--- src/rtl/count_run_arbiter.sv ---
// count_run_arbiter: round-robin time-sharing of one up/down loadable counter between two requesters,
// loading, stepping and checking each count run and reporting completion.
module count_run_arbiter #(
    parameter int LOAD_CYCLES = 2,
    parameter int W = 4
) (
    input  logic         clk,
    input  logic         rst,
    input  logic         req0_valid,
    output logic         req0_ready,
    input  logic [W-1:0] req0_start,
    input  logic [W-1:0] req0_stop,
    input  logic         req0_dir,
    input  logic         req1_valid,
    output logic         req1_ready,
    input  logic [W-1:0] req1_start,
    input  logic [W-1:0] req1_stop,
    input  logic         req1_dir,
    output logic         cnt_load_n,
    output logic         cnt_dir,
    output logic [W-1:0] cnt_d,
    input  logic [W-1:0] cnt_q,
    output logic         busy,
    output logic         done_valid,
    output logic         done_id,
    output logic         done_err
);
    typedef enum logic [1:0] {IDLE, LOAD, RUN, DONE} state_t;
    localparam int LW = LOAD_CYCLES > 1 ? $clog2(LOAD_CYCLES) : 1;

    state_t state_q, state_d;
    logic rr_q, rr_d, id_q, id_d, err_q, err_d, dir_q, dir_d;
    logic [W-1:0] start_q, start_d, stop_q, stop_d, park_q, park_d;
    logic [W-1:0] exp_q, exp_d, n_q, n_d, k_q, k_d;
    logic [LW-1:0] lcnt_q, lcnt_d;
    logic gnt, hs, legal, g_dir;
    logic [W-1:0] g_start, g_stop;

    always_comb begin
        gnt = (req0_valid && req1_valid) ? rr_q : req1_valid;
        hs = (state_q == IDLE) && !rst && (req0_valid || req1_valid);
        req0_ready = hs && !gnt;
        req1_ready = hs && gnt;
        g_start = gnt ? req1_start : req0_start;
        g_stop = gnt ? req1_stop : req0_stop;
        g_dir = gnt ? req1_dir : req0_dir;
        legal = g_dir ? (g_stop >= g_start) : (g_stop <= g_start);
    end

    always_comb begin
        state_d = state_q;
        rr_d = rr_q;
        id_d = id_q;
        err_d = err_q;
        dir_d = dir_q;
        start_d = start_q;
        stop_d = stop_q;
        park_d = park_q;
        exp_d = exp_q;
        n_d = n_q;
        k_d = k_q;
        lcnt_d = lcnt_q;
        case (state_q)
            IDLE: if (hs) begin
                rr_d = ~gnt;
                id_d = gnt;
                err_d = !legal;
                state_d = legal ? LOAD : DONE;
                if (legal) begin
                    start_d = g_start;
                    stop_d = g_stop;
                    dir_d = g_dir;
                    lcnt_d = '0;
                end
            end
            LOAD: begin
                n_d = dir_q ? stop_q - start_q : start_q - stop_q;
                exp_d = start_q;
                k_d = '0;
                lcnt_d = lcnt_q + 1'b1;
                if (lcnt_q == LW'(LOAD_CYCLES - 1)) state_d = RUN;
            end
            RUN: if (cnt_q != exp_q) begin
                err_d = 1'b1;
                park_d = cnt_q;
                state_d = DONE;
            end else if (k_q == n_q) begin
                err_d = 1'b0;
                park_d = stop_q;
                state_d = DONE;
            end else begin
                exp_d = dir_q ? exp_q + 1'b1 : exp_q - 1'b1;
                k_d = k_q + 1'b1;
            end
            default: state_d = IDLE;
        endcase
    end

    // counter controls are decoded from registered state only, so the final RUN cycle parks on stop unconditionally
    always_comb begin
        busy = state_q != IDLE;
        done_valid = state_q == DONE;
        done_id = done_valid && id_q;
        done_err = done_valid && err_q;
        cnt_load_n = (state_q == RUN) && (k_q != n_q);
        cnt_dir = dir_q;
        cnt_d = (state_q == LOAD) ? start_q : ((state_q == RUN) && (k_q == n_q)) ? stop_q : park_q;
    end

    always_ff @(posedge clk) begin
        if (rst) begin
            state_q <= IDLE;
            rr_q <= 1'b0;
            id_q <= 1'b0;
            err_q <= 1'b0;
            dir_q <= 1'b1;
            start_q <= '0;
            stop_q <= '0;
            park_q <= '0;
            exp_q <= '0;
            n_q <= '0;
            k_q <= '0;
            lcnt_q <= '0;
        end else begin
            state_q <= state_d;
            rr_q <= rr_d;
            id_q <= id_d;
            err_q <= err_d;
            dir_q <= dir_d;
            start_q <= start_d;
            stop_q <= stop_d;
            park_q <= park_d;
            exp_q <= exp_d;
            n_q <= n_d;
            k_q <= k_d;
            lcnt_q <= lcnt_d;
        end
    end
endmodule

--- config.mk ---
export PLATFORM = sky130hd
export DESIGN_NAME = count_run_arbiter
export DESIGN_NICKNAME = d
export VERILOG_FILES = /design/src/rtl/count_run_arbiter.sv
export SDC_FILE = /design/constraint.sdc
export NUM_CORES = 1
export LEC_CHECK = 0
export CORE_MARGIN = 4
export CORE_UTILIZATION = 48
export CTS_CLUSTER_DIAMETER = 150
export CTS_CLUSTER_SIZE = 28
export DETAILED_ROUTE_END_ITERATION = 12
export PLACE_DENSITY = 0.82
export SYNTH_ARGS = -nofsm -noshare
export SYNTH_HDL_FRONTEND = slang
export SYNTH_SLANG_ARGS = --single-unit
--- constraint.sdc ---
create_clock -name clk -period 3 [get_ports clk]
set_clock_uncertainty 0.05 [all_clocks]
set_input_delay 0.3 -clock clk [delete_from_list [all_inputs] [get_ports clk]]
set_output_delay 0.3 -clock clk [all_outputs]
set_load 0.01 [all_outputs]
==> flow_metrics.env, run 1 <==
export IMPL_die_area_mm2=0.00575
export IMPL_htreeDepth=2
export IMPL_post_synth_top_area_cell="dfxtp_1"
export IMPL_n_antenna_cell=0
export IMPL_synthTopCellsByCount="dfxtp_1 (31), nor2_1 (24), mux2i_1 (21)"
export IMPL_clkTransAtPathRegs_ns=0.07
export IMPL_final_net_count=353
export IMPL_portBuffers=37
export IMPL_rr_endpoint="lcnt_q$_SDFFE_PP0P_"
export IMPL_post_route_cell_area_mm2=0.00302
export IMPL_fin_ws_ns=0.0994
export IMPL_syn_num_nets=291
export IMPL_die_width_um=75.9
export IMPL_wl_per_cell_um=16.1
export IMPL_grt_pass1_vias=1993
export IMPL_synth_seq_area_share_pct=28.1
export IMPL_drtPass1Iterations=4
export IMPL_grt_use_total_pct=21.3
export IMPL_clockRootBuffer="clkbuf_8"
export IMPL_yosysWarnings=0
export IMPL_min_to="id_q$_SDFFE_PP0P_"
export IMPL_critical_path_class="flip-flop to output port"
export IMPL_antenna_found_initial=0
export IMPL_register_area_um2=621
export IMPL_drc=0
export IMPL_slew_headroom_pct=57.9
export IMPL_synth_avg_cell_area_um2=9.02
export IMPL_post_place_ws_ns=-0.263
export IMPL_n_fill_cell=344
export IMPL_crit_fanout=4
export IMPL_p_total_mw=2.17
export IMPL_clock_sinks=31
export IMPL_multi_input_area_mm2=0.00156
export IMPL_place_congestion=0.836
export IMPL_clock_latency_ns=0.29
export IMPL_ir_drop_mv=0.410
export IMPL_r2r_slack_ns=0.30
export IMPL_grt_setup_unrepaired="no"
export IMPL_area_growth_pct=36.7
export IMPL_maxSlewViolCount=0
export IMPL_cts_buffer_depth=2
export IMPL_drtIter0Drc=104
export IMPL_max_freq_mhz=345
export IMPL_core_area_mm2=0.00441
export IMPL_power_per_cell_area_mw_per_mm2=717
export IMPL_via_per_inst=5.58
export IMPL_fp_dieH_um=75.9
export IMPL_async_flop_share_pct=0
export IMPL_hold_viol=0
export IMPL_placed_cell_area_mm2=0.00280
export IMPL_hold_start="id_q$_SDFFE_PP0P_"
export IMPL_grt_pass1_wl_um=9320
export IMPL_critPathArrivalTime_ns=2.55
export IMPL_outcome="finished clean"
export IMPL_r2r_start="rr_q$_SDFFE_PP0P_"
export IMPL_synth_most_common_cell="dfxtp_1"
export IMPL_dp_hpwl_um=4270
export IMPL_cp_data_required_time_ns=2.65
export IMPL_cts_hold_fix_buffers=0
export IMPL_synth_area_leaders="dfxtp_1 (28%), ha_1 (9.6%), mux2i_1 (9.5%)"
export IMPL_pin_count=38
export IMPL_ys_flop_type="dfxtp_1"
export IMPL_period_needed_ns=2.90
export IMPL_grt_max_degree=35
export IMPL_hold_class="flip-flop to flip-flop"
export IMPL_initial_core_util_pct=50.1
export IMPL_numCtsBuffers=5
export IMPL_startpoint_type="flip-flop"
export IMPL_synth_cell_type_count=49
export IMPL_vias=2008
export IMPL_p_leak_nw=1.30
export IMPL_synth_top_area_share_pct=28.1
export IMPL_period_share_pct=96.7
export IMPL_syn_area_mm2=0.00221
export IMPL_worstRegToRegCells=9
export IMPL_rows=24
export IMPL_finalSetupViolations=0
export IMPL_ys_seq_elements=31
export IMPL_holdPathStages=1
export IMPL_ant_nets=0
export IMPL_overflow=0
export IMPL_maxCapViolCount=0
export IMPL_tritoncts="built"
export IMPL_drt_wl_total_um=5800
export IMPL_synth_edf_count=0
export IMPL_drive_gt1_share_pct=19.8
export IMPL_tightest_slew_ns=0.632
export IMPL_end_kind="output port"
export IMPL_syn_inst=245
[worst max-delay path, stage by stage, from the launching register on]
cell             delay [ns]
dfxtp_1                0.35
xor2_1                 0.21
nor4_1                 0.49
nand2_1                0.31
mux2i_1                0.18
o21ai_0                0.18
clkdlybuf4s50_1        0.57
[cells in the final DEF, fill, tap and decap left out, types with 4 or more instances in the layout]
cell type        Yosys  layout
a21o_1               4       4
a21oi_1              9       8
nand2b_1             4       4
o21ai_0              7       7
a211oi_1             8       8
xnor2_1             10      10
dfxtp_1             31      31
nand2_1              6       6
nor2_1              24      24
buf_4                0      25
inv_1               19      18
and2_1               4       4
clkdlybuf4s50_1      0      36
nor2b_1              8       8
nor3_1               4       4
mux2i_1             21      18
xor2_1               5       5
nand3_1              4       4
ha_1                17      15
clkbuf_8             0       6
mux2_2               6       5
[cell families after synthesis]
kind of cell,Yosys count,synth area share (%)
adder cells (fa/ha/maj),20,12.3
buffers and inverters,28,4.87
multiplexers,28,13.2
AND/OR/NAND/NOR,67,15.5
AO/OA/AOI/OAI,56,20.0
flip-flops,31,28.1
XOR/XNOR,15,5.95
[repair_timing]
action,in CTS,in global routing
buffers inserted,0,1
setup endpoints to repair,0,12
gates resized for setup,0,16
endpoints found under the hold margin,0,0
[stage by stage]
| stage | cells | hold WS [ns] | TNS (ns) | util, % |
|---|---|---|---|---|
| final | 360 | 0.410 | 0 | 68.5 |
| after global routing | 360 | 0.446 | 0 | 68.5 |
| after CTS | 359 | 0.417 | 0 | 66.2 |
| after detailed placement | 351 | 0.396 | -2.41 | 63.5 |
| after global placement | 351 | 0.388 | -0.508 | 63.5 |
| after floorplan | 245 | 0.368 | 0 | - |
[routing by layer]
layer,vias up,GRT usage (%),wire length [um],part of all wire [%]
met5,-,0,0,0
met4,0,6.60,93,1.6
li1,1003,-,-,-
met1,933,26.7,2630,45
met3,14,5.28,263,4.5
met2,58,35.8,2810,48
[registers in the layout (all words and copies together) (netlist names), 2 cells and up]
signal and cells:
state_q 2, park_q 4, k_q 4, stop_q 4, exp_q 4, n_q 4
start_q 4
[area by class of cell]
cell class | count | area share [%]
clock buffers | 6 | 2.73
repair buffers | 64 | 19.3
well taps | 52 | 2.15
clock inverters | 2 | 1.16
flip-flops and latches | 31 | 20.5
inverters | 19 | 2.36
multi-input cells | 186 | 51.8
[how the worst max path moves through the flow]
stage / end / slack, ns / depth (start not counted) / startpoint
after CTS: lcnt_q$_SDFFE_PP0P_ / 0.04 / 12 / req0_valid
after global routing: cnt_d[0] / 0.03 / 6 / k_q[2]$_SDFFE_PP0P_
final: cnt_d[0] / 0.1 / 6 / k_q[2]$_SDFFE_PP0P_
after global placement: lcnt_q$_SDFFE_PP0P_ / -0.06 / 12 / req0_valid
after floorplan: stop_q[3]$_SDFFE_PP0P_ / 0.15 / 8 / rr_q$_SDFFE_PP0P_
after detailed placement: lcnt_q$_SDFFE_PP0P_ / -0.26 / 12 / req0_valid
[where the power goes]
part	switching, mW	internal [mW]	leakage [nW]
clock network	0.165	0.269	0.0612
registers	0.110	0.524	0.253
logic	0.556	0.540	0.982
total	0.832	1.33	1.30
No activity file was read; power rests on OpenSTA's default activity.
==> run 2, diff against run 1 <==
Settings changed: PLACE_DENSITY 0.82 to 0.87.
==> run 2 against run 1 <==
Register-to-register slack is essentially flat. Fmax grew 1.2%. Global-route usage shrank 0.86 points. Worst hold slack gained 0.0025 ns. Clock power shrank 27%. Sequential share of layout area grew 0.78 points. Critical path depth grew 5. Design area shrank 3.6%. Worst setup slack gained 0.035 ns. Flip-flop and latch count is the same. Power shrank 6.8%. Final cell count shrank 0.56%.
==> flow_metrics.env, run 2 (synthesis results as in run 1) <==
export IMPL_numCtsBuffers=5
export IMPL_drtPass1Iterations=7
export IMPL_grt_pass1_wl_um=9090
export IMPL_n_antenna_cell=0
export IMPL_hold_class="flip-flop to flip-flop"
export IMPL_drc=0
export IMPL_cts_hold_fix_buffers=0
export IMPL_p_total_mw=2.02
export IMPL_ir_drop_mv=0.482
export IMPL_r2r_slack_ns=0.31
export IMPL_pin_count=38
export IMPL_htreeDepth=2
export IMPL_worstRegToRegCells=9
export IMPL_finalSetupViolations=0
export IMPL_grt_setup_unrepaired="yes"
export IMPL_period_share_pct=95.5
export IMPL_slew_headroom_pct=56.7
export IMPL_critPathArrivalTime_ns=2.98
export IMPL_tritoncts="built"
export IMPL_hold_start="id_q$_SDFFE_PP0P_"
export IMPL_crit_chain="clkdlybuf4s50_1 -> inv_1 -> o21ai_2 -> buf_4 -> mux2_2 -> ha_1 -> o211ai_1 -> buf_4 -> a22oi_2 -> nor4_1 -> or4_1"
export IMPL_clock_sinks=31
export IMPL_tightest_slew_ns=0.650
export IMPL_fp_dieH_um=75.9
export IMPL_rows=24
export IMPL_fin_util_pct=66.0
export IMPL_drive_gt1_share_pct=17.3
export IMPL_fin_ws_ns=0.134
export IMPL_dp_cells=350
export IMPL_cts_resized=0
export IMPL_post_route_cell_area_mm2=0.00291
export IMPL_power_per_cell_area_mw_per_mm2=693
export IMPL_cp_data_required_time_ns=3.11
export IMPL_end_kind="flip-flop"
export IMPL_holdWs_ns=0.413
export IMPL_maxSlewViolCount=0
export IMPL_drt_wl_total_um=5380
export IMPL_vias=1993
export IMPL_portBuffers=37
export IMPL_post_place_ws_ns=-0.176
export IMPL_period_needed_ns=2.87
export IMPL_ant_nets=0
export IMPL_post_cts_buffers=0
export IMPL_placed_cell_area_mm2=0.00280
export IMPL_overflow=0
export IMPL_p_leak_nw=1.25
export IMPL_cpMostUsedCell="buf_4"
export IMPL_core_area_mm2=0.00441
export IMPL_place_congestion=0.837
export IMPL_final_cell_mix="clkdlybuf4s50_1 (37), dfxtp_1 (31), nor2_1 (24), buf_4 (24)"
export IMPL_die_area_mm2=0.00575
export IMPL_final_common_cell="clkdlybuf4s50_1"
export IMPL_clockRootBuffer="clkbuf_8"
export IMPL_crit_fanout=4
export IMPL_finalNonFillerCells=358
export IMPL_initial_core_util_pct=50.1
export IMPL_clkTransAtPathRegs_ns=0.06
export IMPL_via_per_inst=5.57
export IMPL_die_width_um=75.9
export IMPL_dp_hpwl_um=4290
export IMPL_cts_buffer_depth=2
export IMPL_area_growth_pct=31.8
export IMPL_r2r_start="rr_q$_SDFFE_PP0P_"
export IMPL_antenna_found_initial=0
export IMPL_critical_path_class="primary input to flip-flop"
export IMPL_maxCapViolCount=0
export IMPL_rr_endpoint="lcnt_q$_SDFFE_PP0P_"
export IMPL_max_stage_delay_ns=0.50
export IMPL_outcome="finished clean"
export IMPL_holdPathStages=1
export IMPL_wl_per_cell_um=15.0
export IMPL_grt_use_total_pct=20.5
export IMPL_n_fill_cell=367
export IMPL_startpoint_type="primary input"
export IMPL_max_freq_mhz=349
export IMPL_grt_max_degree=35
export IMPL_drtIter0Drc=106
export IMPL_hold_viol=0
export IMPL_grt_pass1_vias=2011
export IMPL_min_to="id_q$_SDFFE_PP0P_"
export IMPL_clock_latency_ns=0.28
export IMPL_timing_setup_tns_ns=0
export IMPL_slowest_stage="or4_1"
export IMPL_final_net_count=351
## run 2: how the worst max path moves through the flow
stage,from,end,slack (ns),depth (start not counted)
2_1_floorplan,rr_q$_SDFFE_PP0P_,stop_q[3]$_SDFFE_PP0P_,0.15,8
3_3_place_gp,req0_valid,lcnt_q$_SDFFE_PP0P_,-0.08,11
3_5_place_dp,req0_valid,start_q[2]$_SDFFE_PP0P_,-0.18,13
4_1_cts,req0_valid,stop_q[2]$_SDFFE_PP0P_,0.09,13
5_1_grt,req0_valid,lcnt_q$_SDFFE_PP0P_,-0.005,11
6_report,req0_valid,lcnt_q$_SDFFE_PP0P_,0.13,11
## run 2: critical path: cells and delay by family
kind,cells,cell delay [ns]
multiplexers,1,0.35
buffers and inverters,4,0.87
AND/OR/NAND/NOR,2,0.60
adder cells (fa/ha/maj),1,0.30
AO/OA/AOI/OAI,3,0.55
## run 2: cell type report
type | instances | area, um^2 | area share, %
multi-input combinational | 186 | 1510 | 51.9
sequential | 31 | 621 | 21.3
timing repair buffer | 62 | 562 | 19.3
clock buffer | 7 | 76.3 | 2.62
inverter | 19 | 71.3 | 2.45
tap | 52 | 65.1 | 2.23
clock inverter | 1 | 5.00 | 0.172
## run 2: power breakdown
group	switching (mW)	internal (mW)	total [mW]
logic	0.544	0.528	1.07
clock network	0.152	0.162	0.315
registers	0.106	0.525	0.631
total	0.802	1.22	2.02
## run 2: routing by layer
layer	part of all wire [%]	global-route usage [%]	vias to the layer above	wire length, um
li1	-	-	1000	-
met1	45	25.5	944	2430
met2	50	36.2	40	2660
met3	3.9	3.83	9	207
met4	1.4	4.85	0	74
met5	0	0	-	0
